[src/rtl/tlk2711_pkg.sv]
// Shared constants and state encoding for the TLK2711 receive framer.
package tlk2711_pkg;

  localparam logic [7:0] K28_5 = 8'hBC;
  localparam logic [7:0] D5_6  = 8'hC5;
  localparam logic [7:0] K27_7 = 8'hFB;
  localparam logic [7:0] K28_2 = 8'h5C;
  localparam logic [7:0] K30_7 = 8'hFE;
  localparam logic [7:0] K29_7 = 8'hFD;

  localparam logic [7:0] HEAD_0   = 8'hE1;
  localparam logic [7:0] HEAD_1   = 8'h16;
  localparam logic [7:0] HEAD_2   = 8'hEB;
  localparam logic [7:0] HEAD_3   = 8'h90;
  localparam logic [7:0] TX_IND   = 8'h81;
  localparam logic [7:0] FILE_END = 8'h01;

  // Link words as they appear on RXD: upper byte in [15:8].
  localparam logic [15:0] IDLE_WORD  = {D5_6, K28_5};
  localparam logic [15:0] START_WORD = {K28_2, K27_7};
  localparam logic [15:0] END_WORD   = {K29_7, K30_7};
  localparam logic [15:0] HEAD_WORD0 = {HEAD_0, HEAD_1};
  localparam logic [15:0] HEAD_WORD1 = {HEAD_2, HEAD_3};

  typedef enum logic [3:0] {
    ST_IDLE,
    ST_HEAD0,
    ST_HEAD1,
    ST_FSIGN,
    ST_FNUM,
    ST_DLEN,
    ST_DATA,
    ST_TAIL,
    ST_END
  } rx_state_e;

  function automatic logic is_kpair(input logic msb, input logic lsb,
                                    input logic [15:0] word, input logic [15:0] code);
    return msb && lsb && (word == code);
  endfunction

endpackage

[src/rtl/tlk2711_rx_pack.sv]
// Packs 16-bit payload words into DATA_WIDTH beats (first word in the low bits)
// behind a valid/ready output register with overflow detection.
module tlk2711_rx_pack
  import tlk2711_pkg::*;
#(
  parameter int DATA_WIDTH = 64
) (
  input  logic                  clk,
  input  logic                  rst,
  input  logic                  i_soft_reset,
  input  logic                  i_frame_start,
  input  logic                  i_word_valid,
  input  logic                  i_word_last,
  input  logic [15:0]           i_word,
  input  logic                  i_rx_ready,
  output logic                  o_rx_valid,
  output logic [DATA_WIDTH-1:0] o_rx_data,
  output logic                  o_rx_last,
  output logic                  o_overflow
);

  localparam int WORDS = DATA_WIDTH / 16;
  localparam int CNT_W = $clog2(WORDS);

  logic [CNT_W-1:0]      slot;
  logic [DATA_WIDTH-1:0] acc;
  logic [DATA_WIDTH-1:0] beat;
  logic                  beat_done;

  // acc is cleared after every beat, so a short final beat is zero-padded.
  always_comb begin
    beat                      = acc;
    beat[{slot, 4'b0000} +: 16] = i_word;
    beat_done                 = i_word_valid && (i_word_last || (slot == CNT_W'(WORDS - 1)));
  end

  always_ff @(posedge clk or posedge rst) begin
    if (rst) begin
      slot       <= '0;
      acc        <= '0;
      o_rx_valid <= 1'b0;
      o_rx_data  <= '0;
      o_rx_last  <= 1'b0;
      o_overflow <= 1'b0;
    end else if (i_soft_reset) begin
      slot       <= '0;
      acc        <= '0;
      o_rx_valid <= 1'b0;
      o_rx_data  <= '0;
      o_rx_last  <= 1'b0;
      o_overflow <= 1'b0;
    end else begin
      if (i_frame_start) begin
        slot <= '0;
        acc  <= '0;
      end else if (i_word_valid) begin
        if (beat_done) begin
          slot <= '0;
          acc  <= '0;
        end else begin
          slot <= slot + 1'b1;
          acc  <= beat;
        end
      end

      // A beat completing while the held one is unaccepted is dropped.
      if (beat_done && o_rx_valid && !i_rx_ready) begin
        o_overflow <= 1'b1;
      end else if (beat_done) begin
        o_rx_valid <= 1'b1;
        o_rx_data  <= beat;
        o_rx_last  <= i_word_last;
      end else if (i_rx_ready) begin
        o_rx_valid <= 1'b0;
      end
    end
  end

endmodule

[src/rtl/tlk2711_rx_frame.sv]
// TLK2711 receive framer: comma sync, frame parsing, payload packing and status.
// Optional tail byte-count check is built when RX_TAIL_CHECK_EN is defined.
module tlk2711_rx_frame
  import tlk2711_pkg::*;
#(
  parameter int DATA_WIDTH    = 64,
  parameter int BODY_WORDS    = 435,
  parameter int SYNC_LOCK_CNT = 16
) (
  input  logic                  clk,
  input  logic                  rst,
  input  logic                  i_soft_reset,
  input  logic                  i_rx_enable,
  input  logic                  i_2711_rkmsb,
  input  logic                  i_2711_rklsb,
  input  logic [15:0]           i_2711_rxd,
  output logic                  o_rx_valid,
  output logic [DATA_WIDTH-1:0] o_rx_data,
  output logic                  o_rx_last,
  input  logic                  i_rx_ready,
  output logic                  o_sync_lock,
  output logic [15:0]           o_frame_cnt,
  output logic [15:0]           o_frame_dlen,
  output logic                  o_rx_interrupt,
  output logic                  o_err_head,
  output logic                  o_err_fnum,
  output logic                  o_err_tail,
  output logic                  o_overflow
);

  localparam int LOCK_W = $clog2(SYNC_LOCK_CNT + 1);
  localparam int WCNT_W = $clog2(BODY_WORDS);

  rx_state_e         state, state_nxt;
  logic [LOCK_W-1:0] idle_cnt;
  logic [WCNT_W-1:0] word_cnt;
  logic [15:0]       exp_fnum;
  logic              last_flag;
  logic              frame_err;

  logic idle_word, start_word, end_word, k_data, resync;
  logic bad, frame_start, fsign_ld, fnum_ld, dlen_ld, data_word, data_last, end_ok;
  logic frame_good, tail_bad;

  assign idle_word  = !i_2711_rkmsb && i_2711_rklsb && (i_2711_rxd == IDLE_WORD);
  assign start_word = is_kpair(i_2711_rkmsb, i_2711_rklsb, i_2711_rxd, START_WORD);
  assign end_word   = is_kpair(i_2711_rkmsb, i_2711_rklsb, i_2711_rxd, END_WORD);
  assign k_data     = !i_2711_rkmsb && !i_2711_rklsb;
  assign resync     = (state != ST_IDLE) && start_word;
  assign frame_good = end_ok && !frame_err;

  always_ff @(posedge clk or posedge rst) begin
    if (rst) begin
      idle_cnt    <= '0;
      o_sync_lock <= 1'b0;
    end else if (i_soft_reset) begin
      idle_cnt    <= '0;
      o_sync_lock <= 1'b0;
    end else begin
      if (!idle_word) begin
        idle_cnt <= '0;
      end else if (idle_cnt != LOCK_W'(SYNC_LOCK_CNT)) begin
        idle_cnt <= idle_cnt + 1'b1;
      end
      if (idle_word && (idle_cnt == LOCK_W'(SYNC_LOCK_CNT - 1))) begin
        o_sync_lock <= 1'b1;
      end
    end
  end

  // NOTE: sequential state is written with non-blocking assignments only,
  // so every register samples the pre-edge value of every other one.
  always_ff @(posedge clk or posedge rst) begin
    if (rst) begin
      state <= ST_IDLE;
    end else if (i_soft_reset) begin
      state <= ST_IDLE;
    end else begin
      state <= state_nxt;
    end
  end

`ifdef RX_TAIL_CHECK_EN
  logic        tail_ld;
  logic [15:0] byte_cnt;
`endif

  // NOTE: every signal written here gets a default first, so no latch is inferred.
  always_comb begin
    state_nxt   = state;
    bad         = 1'b0;
    frame_start = 1'b0;
    fsign_ld    = 1'b0;
    fnum_ld     = 1'b0;
    dlen_ld     = 1'b0;
    data_word   = 1'b0;
    data_last   = 1'b0;
    end_ok      = 1'b0;
`ifdef RX_TAIL_CHECK_EN
    tail_ld     = 1'b0;
`endif
    unique case (state)
      ST_IDLE: begin
        if (o_sync_lock && i_rx_enable && start_word) begin
          state_nxt   = ST_HEAD0;
          frame_start = 1'b1;
        end
      end
      ST_HEAD0: if (k_data && (i_2711_rxd == HEAD_WORD0)) state_nxt = ST_HEAD1; else bad = 1'b1;
      ST_HEAD1: if (k_data && (i_2711_rxd == HEAD_WORD1)) state_nxt = ST_FSIGN; else bad = 1'b1;
      ST_FSIGN: begin
        if (k_data && (i_2711_rxd[7:0] == TX_IND)) begin
          fsign_ld  = 1'b1;
          state_nxt = ST_FNUM;
        end else begin
          bad = 1'b1;
        end
      end
      ST_FNUM: begin
        if (k_data) begin
          fnum_ld   = 1'b1;
          state_nxt = ST_DLEN;
        end else begin
          bad = 1'b1;
        end
      end
      ST_DLEN: begin
        if (k_data) begin
          dlen_ld   = 1'b1;
          state_nxt = ST_DATA;
        end else begin
          bad = 1'b1;
        end
      end
      ST_DATA: begin
        if (k_data) begin
          data_word = 1'b1;
          if (word_cnt == WCNT_W'(BODY_WORDS - 1)) begin
            data_last = 1'b1;
            state_nxt = ST_TAIL;
          end
        end else begin
          bad = 1'b1;
        end
      end
      ST_TAIL: begin
        if (k_data) begin
`ifdef RX_TAIL_CHECK_EN
          tail_ld   = 1'b1;
`endif
          state_nxt = ST_END;
        end else begin
          bad = 1'b1;
        end
      end
      ST_END: begin
        if (end_word) begin
          end_ok    = 1'b1;
          state_nxt = ST_IDLE;
        end else begin
          bad = 1'b1;
        end
      end
      default: state_nxt = ST_IDLE;
    endcase
    if (bad) state_nxt = ST_IDLE;
    // A start pair mid-frame is always also a violation; restart on it directly.
    if (resync) begin
      state_nxt   = ST_HEAD0;
      frame_start = 1'b1;
    end
  end

`ifdef RX_TAIL_CHECK_EN
  assign tail_bad = tail_ld && (i_2711_rxd != byte_cnt);

  always_ff @(posedge clk or posedge rst) begin
    if (rst) begin
      byte_cnt   <= '0;
      o_err_tail <= 1'b0;
    end else if (i_soft_reset) begin
      byte_cnt   <= '0;
      o_err_tail <= 1'b0;
    end else begin
      if (frame_start) begin
        byte_cnt <= '0;
      end else if (fsign_ld || fnum_ld || dlen_ld || data_word) begin
        byte_cnt <= byte_cnt + 16'd2;
      end
      if (tail_bad) o_err_tail <= 1'b1;
    end
  end
`else
  assign tail_bad   = 1'b0;
  assign o_err_tail = 1'b0;
`endif

  // Overflow is a downstream delivery fault and does not disqualify a frame.
  always_ff @(posedge clk or posedge rst) begin
    if (rst) begin
      word_cnt       <= '0;
      last_flag      <= 1'b0;
      frame_err      <= 1'b0;
      exp_fnum       <= '0;
      o_frame_dlen   <= '0;
      o_frame_cnt    <= '0;
      o_rx_interrupt <= 1'b0;
      o_err_head     <= 1'b0;
      o_err_fnum     <= 1'b0;
    end else if (i_soft_reset) begin
      word_cnt       <= '0;
      last_flag      <= 1'b0;
      frame_err      <= 1'b0;
      exp_fnum       <= '0;
      o_frame_dlen   <= '0;
      o_frame_cnt    <= '0;
      o_rx_interrupt <= 1'b0;
      o_err_head     <= 1'b0;
      o_err_fnum     <= 1'b0;
    end else begin
      o_rx_interrupt <= frame_good && last_flag;
      if (frame_start) begin
        word_cnt  <= '0;
        frame_err <= 1'b0;
      end else if (data_word) begin
        word_cnt <= word_cnt + 1'b1;
      end
      if (fsign_ld) last_flag <= (i_2711_rxd[15:8] == FILE_END);
      if (fnum_ld) begin
        exp_fnum <= i_2711_rxd + 16'd1;
        if (i_2711_rxd != exp_fnum) begin
          o_err_fnum <= 1'b1;
          frame_err  <= 1'b1;
        end
      end
      if (dlen_ld) o_frame_dlen <= i_2711_rxd;
      if (tail_bad) frame_err <= 1'b1;
      if (bad) o_err_head <= 1'b1;
      if (frame_good) begin
        o_frame_cnt <= o_frame_cnt + 16'd1;
        if (last_flag) exp_fnum <= '0;
      end
    end
  end

  tlk2711_rx_pack #(
    .DATA_WIDTH(DATA_WIDTH)
  ) u_pack (
    .clk          (clk),
    .rst          (rst),
    .i_soft_reset (i_soft_reset),
    .i_frame_start(frame_start),
    .i_word_valid (data_word),
    .i_word_last  (data_last),
    .i_word       (i_2711_rxd),
    .i_rx_ready   (i_rx_ready),
    .o_rx_valid   (o_rx_valid),
    .o_rx_data    (o_rx_data),
    .o_rx_last    (o_rx_last),
    .o_overflow   (o_overflow)
  );

endmodule

[config.mk]
export PLATFORM = sky130hd
export DESIGN_NAME = tlk2711_rx_frame
export DESIGN_NICKNAME = d
export VERILOG_FILES = /design/src/rtl/tlk2711_pkg.sv /design/src/rtl/tlk2711_rx_pack.sv /design/src/rtl/tlk2711_rx_frame.sv
export SDC_FILE = /design/constraint.sdc
export NUM_CORES = 1
export LEC_CHECK = 0
export BUFFER_PORTS_ARGS = -buffer_cell sky130_fd_sc_hd__buf_2
export CORE_ASPECT_RATIO = 1.75
export CORE_MARGIN = 2
export CORE_UTILIZATION = 55
export CTS_CLUSTER_SIZE = 16
export DETAILED_ROUTE_END_ITERATION = 8
export HOLD_SLACK_MARGIN = 0.02
export PLACE_DENSITY = 0.81
export RECOVER_POWER = 50
export SETUP_SLACK_MARGIN = 0.05
export SLEW_MARGIN = 20
export SYNTH_ARGS = -nofsm -noshare
export SYNTH_HDL_FRONTEND = slang
export SYNTH_SLANG_ARGS = --single-unit
[constraint.sdc]
create_clock -name clk -period 9.12 [get_ports clk]
set_clock_uncertainty 0.1 [all_clocks]
set_input_delay 1.368 -clock clk [delete_from_list [all_inputs] [get_ports clk]]
set_output_delay 1.368 -clock clk [all_outputs]
set_load 0.1 [all_outputs]
* Yosys cells after proc, flatten, opt, wreduce, memory -nomap -nowiden
Index checks and enable logic that the tools add are counted.
** Operators by class
- Add/subtract/negate cells :: 6
- $mul :: 0
- Div/mod/pow operators :: 0
- Order comparisons :: 0
- Equality and inequality tests :: 32
- Shift operators :: 2
- Muxes and demuxes :: 83
- Bitwise operators :: 0
- Reduce and logical (&&, ||, !) cells :: 41
** Operator list (count)
- two-way mux 64 bit :: 7
- two-way mux 16 bit :: 8
- bitwise mux 64 bit :: 1
- equality test 16 bit (second input constant) :: 4
- variable shift 16 x 8 -> 64 bit (first input constant) :: 1
- indexed part select 16 x 8 -> 64 bit :: 1
- != test 5 bit (second input constant) :: 11
- two-way mux 4 bit :: 13
- two-way mux 1 bit :: 42
- case mux 4 bit (9 select lines) :: 1
- adder 16 x 1 -> 16 bit (second input constant) :: 2
- two-way mux 9 bit :: 3
- logical AND 1 bit :: 18
- nonzero test 2 bit :: 9
- equality test 16 x 15 -> 1 bit (second input constant) :: 1
- equality test 4 x 3 -> 1 bit (second input constant) :: 4
- != test 16 bit :: 1
- two-way mux 5 bit :: 3
- AND reduction 10 bit :: 1
- adder 9 x 1 -> 9 bit (second input constant) :: 1
- equality test 9 bit (second input constant) :: 1
- equality test 4 x 2 -> 1 bit (second input constant) :: 2
- equality test 8 x 1 -> 1 bit (second input constant) :: 1
- equality test 8 bit (second input constant) :: 1
- other kinds (18) :: 27
** Storage, ports and cells
- Flip-flop bits (word level) :: 205
- Bits in latches :: 0
- Memory bits (writable) :: 0
- ROM bits :: 0
- Input port bits :: 23
- Output and inout port bits :: 104
- Logic and storage cells :: 182
- Memories :: 0

* Logic depth before layout (Yosys ltp)
- Word-level depth :: 10
- Mapped depth :: 10
- Gate-level depth less buffers :: 7

* Modules after synthesis
Synthesis repeated with hierarchy kept, for this count alone.
** Second synthesis, totals
- Cell total of the unflattened synthesis :: 921
- Area total of the unflattened synthesis :: 9791.9 um2
** By module, submodules not included
- tlk2711_rx_pack :: instances 1, cells each 467, area an instance 5716.7 um2, seq. area each 3328.2 um2
- tlk2711_rx_frame :: instances 1, cells each 454, area an instance 4075.2 um2, seq. area each 1801.7 um2

* Least setup slack after synthesis
Ideal clock, no wire load.
- Kind :: input to register
- Start :: in i_2711_rxd[0]
- End :: reg u_pack.acc[0]
- Setup time :: 0.121 ns
- Arrival time :: 3.202 ns
- Required time :: 8.899 ns
- Slack :: 5.696 ns
- Stages on the path :: 8
- Buffers on the path :: 2
- Path through :: ha_1 > or4b_1 > or3_1 > a211oi_2 > or2_1 > clkbuf_1 > buf_2 > nor2_1
** Between the ends
- Word-level cells in the longest chain between the ends :: 8
- Elaborated cells on any way between the ends :: 14
- Those cells by class :: eq/ne: 1; shift: 1; mux: 8; reduce/logical: 4
** Ends and longest elaborated chain
- from (decl) :: line tlk2711_rx_frame.sv:16 : input logic [15:0] i_2711_rxd,
- parallel branches: the longest is 8 deep, another holds indexed part select 16 x 8 -> 64 bit
- to (signal assigned) :: line tlk2711_rx_pack.sv:62 : acc <= beat;
- to (decl) :: line tlk2711_rx_pack.sv:26 : logic [DATA_WIDTH-1:0] acc;
Parallel ways; which one is timed is not known. The select of a mux whose other input is x is not followed.
A chain may end at the register's enable or synchronous reset.

==> out/metrics.yaml <==
grt_antenna_before_repair: 0
report.final.slew_viol_count: 221
diodes: 0
dieWidth_um: 108
setup_violations: 0
num-nets-final: 1263
finalSetupTns_ps: 0
drt_iter0_markers: 813
grt_pass1_wl_um: 44200
critPathLaunchType: "input port"
crit_path_max_fanout: 130
clkSlewWorstSetupHoldPaths_ps: 70
cts_buffer_depth: 3
avgSynthCellArea_um2: 9.04
power.density_mw_per_mm2: 160
use_met2: 0.437
total_leakage_power_nw: 5.13
met3_usage: 0.0463
post_cts_resize_count: 0
synth_edf_count: 0
cts_root_buf: "clkbuf_16"
max_freq_mhz: 185
grt_pass1_vias: 8650
synthCells: 1163
max-slew-margin-rel: -2.76
layout_min_cycle_time_ps: 5410
vdd_drop_max_uv: 104
ys_seq_area_frac: 0.488
htreeDepth: 1
dieArea_mm2: 0.0203
ioPinCount: 127
core-area_mm2: 0.0187
holdBufCountCts: 0
drive_gt1_frac: 0.0640
ys_ff_latch: 205
yosys_warnings: 0
synth_cell_types: 57
synth_area_leaders: "dfrtp_1 (49%), nor2_1 (7.4%), a22oi_1 (4.6%)"
routedWlPerCell_um: 18.5
rsz0062_at_grt: "no"
fp-row-count: 66
outcome: "finished, violations left"
maxCapViolations: 2
globalplace.congestion: 0.892
post_cts_buffers: 0
first_pass_iters: 5
hpwl_um: 17100
gr-total-overflow: 0
arrival_ps: 5790
met1_usage: 0.345
cts_sinks: 205
die_y_um: 187
wl_um: 27200
violations: "capacitance limit, slew limit"
tightest_slew_ps: 5610
min_path_type: "flip-flop to flip-flop"
async_flop_share: 1.00
fin_ws_ps: 3710
finalPower_mw: 1.88
synth_top_cell_by_area: "dfrtp_1"
yosysTopAreaCellShare: 0.488
area_growth_pct: 11.6
cts_tree: "yes"
required_ps: 9490
ant_nets: 0
syn_area_mm2: 0.0105
hold_violations: 0
insertion_delay_ps: 490
vias: 8787
synth_common_cells: "nor2_1 (207), dfrtp_1 (205), a21oi_1 (81), nand2_1 (72), clkbuf_1 (70)"
initial_core_util: 0.563
cts_buffers: 19
yosysMostFrequentCell: "nor2_1"
worstSetupPathType: "input port to asynchronous set/reset pin"
endpoint_kind: "asynchronous set/reset pin"
grt_max_degree: 131
syn_nets: 1202
vias_per_cell: 5.97
drc_errors: 0
busiest_layer: "met2"
port_buffers: 125
post-place-ws_ps: 4610
synth_top_flop_cell: "dfrtp_1"
finalCritPeriodShare: 0.594
grt_usage: 0.271
placed cells by master (no fill, tap or decap), drive strengths merged, types with 4 or more instances in the layout:
| cell | netlist | routed |
|---|---|---|
| nor2 | 208 | 208 |
| dfrtp | 205 | 205 |
| clkbuf | 70 | 127 |
| a21oi | 81 | 81 |
| nand2 | 72 | 72 |
| nor2b | 66 | 66 |
| a22oi | 65 | 65 |
| o21ai | 57 | 57 |
| nand2b | 54 | 54 |
| xor2 | 34 | 34 |
| buf | 27 | 32 |
| a211oi | 30 | 30 |
| xnor2 | 20 | 20 |
| nand3 | 20 | 20 |
| inv | 19 | 19 |
| mux2i | 17 | 17 |
| ha | 16 | 16 |
| nand4 | 15 | 15 |
| nor4 | 13 | 13 |
| nor3 | 13 | 13 |
| or3 | 7 | 7 |
| and3 | 7 | 7 |
| nor4b | 5 | 5 |
| or4 | 4 | 4 |
| bufinv | 0 | 4 |
| clkinv | 0 | 4 |
| or4b | 4 | 4 |
flip-flops by register name, indices dropped and copies added (netlist names), 2 cells and up:
register and cells:
u_pack.acc 64, word_cnt 9, u_pack.slot 2, u_pack.o_rx_data 64, o_frame_dlen 16, exp_fnum 16, o_frame_cnt 16, state 4
idle_cnt 5
final cells by class:
class	instances	area, µm²
Multi-Input combinational cell	842	4970
Tap cell	238	298
Clock buffer	22	507
Fill cell	1576	6940
Sequential cell	205	5130
Inverter	19	72.6
Timing Repair Buffer	137	601
Clock inverter	9	153
worst max-delay path: stages:
cell and delay, ps:
buf_2 100, clkinvlp_2 3100, buf_4 1100
path summary, 6_finish.rpt:
kind	startpoint	to	slack [ps]	depth (start not counted)
max	rst	u_pack.acc[21]$_DFFE_PP0P_	3710	3
min	u_pack.acc[12]$_DFFE_PP0P_	u_pack.acc[12]$_DFFE_PP0P_	420	2
min reg2reg	u_pack.acc[12]$_DFFE_PP0P_	u_pack.acc[12]$_DFFE_PP0P_	420	2
max reg2reg	u_pack.slot[0]$_DFFE_PP0P_	u_pack.acc[32]$_DFFE_PP0P_	6040	7
min in group asynchronous	rst	u_pack.o_rx_data[56]$_DFFE_PP0P_	2520	2
max in group clk	i_soft_reset	u_pack.acc[17]$_DFFE_PP0P_	4020	5
per-layer routing:
layer	wire, µm	vias up	share of wire
met5	0	-	0
met4	1360	0	0.050
met3	1830	89	0.067
met2	13300	347	0.49
met1	10800	4275	0.40
li1	-	4076	-
per-stage QoR:
step | instances | hold slack [ps] | utilization | instance area, µm²
floorplan | 1163 | 383 | - | 10500
global placement | 1440 | 388 | 0.599 | 11200
detailed placement | 1440 | 392 | 0.599 | 11200
CTS | 1471 | 409 | 0.635 | 11800
global route | 1472 | 445 | 0.628 | 11700
finish | 1472 | 421 | 0.628 | 11700
logic make-up (layout without fill, tap and decap cells):
family / count (synthesis) / in the layout / share of synthesized area
and+or+nand+nor: 509 / 509 / 0.243
AOI/OAI and AO/OA: 245 / 245 / 0.143
DFF: 205 / 205 / 0.488
buffers and inverters: 116 / 187 / 0.0452
xor gates and xnor gates: 54 / 54 / 0.0450
muxes: 17 / 17 / 0.0162
adders and majority gates: 16 / 16 / 0.0190
other: 1 / 1 / 0.000357
power breakdown:
group          internal [mW]  switching, mW  leakage, nW  total, mW
logic                 0.0236         0.0884         1.94      0.112
registers              0.912        0.00357         2.86      0.915
clock network          0.512          0.341        0.327      0.853
Power figures use the tool's default switching activity.
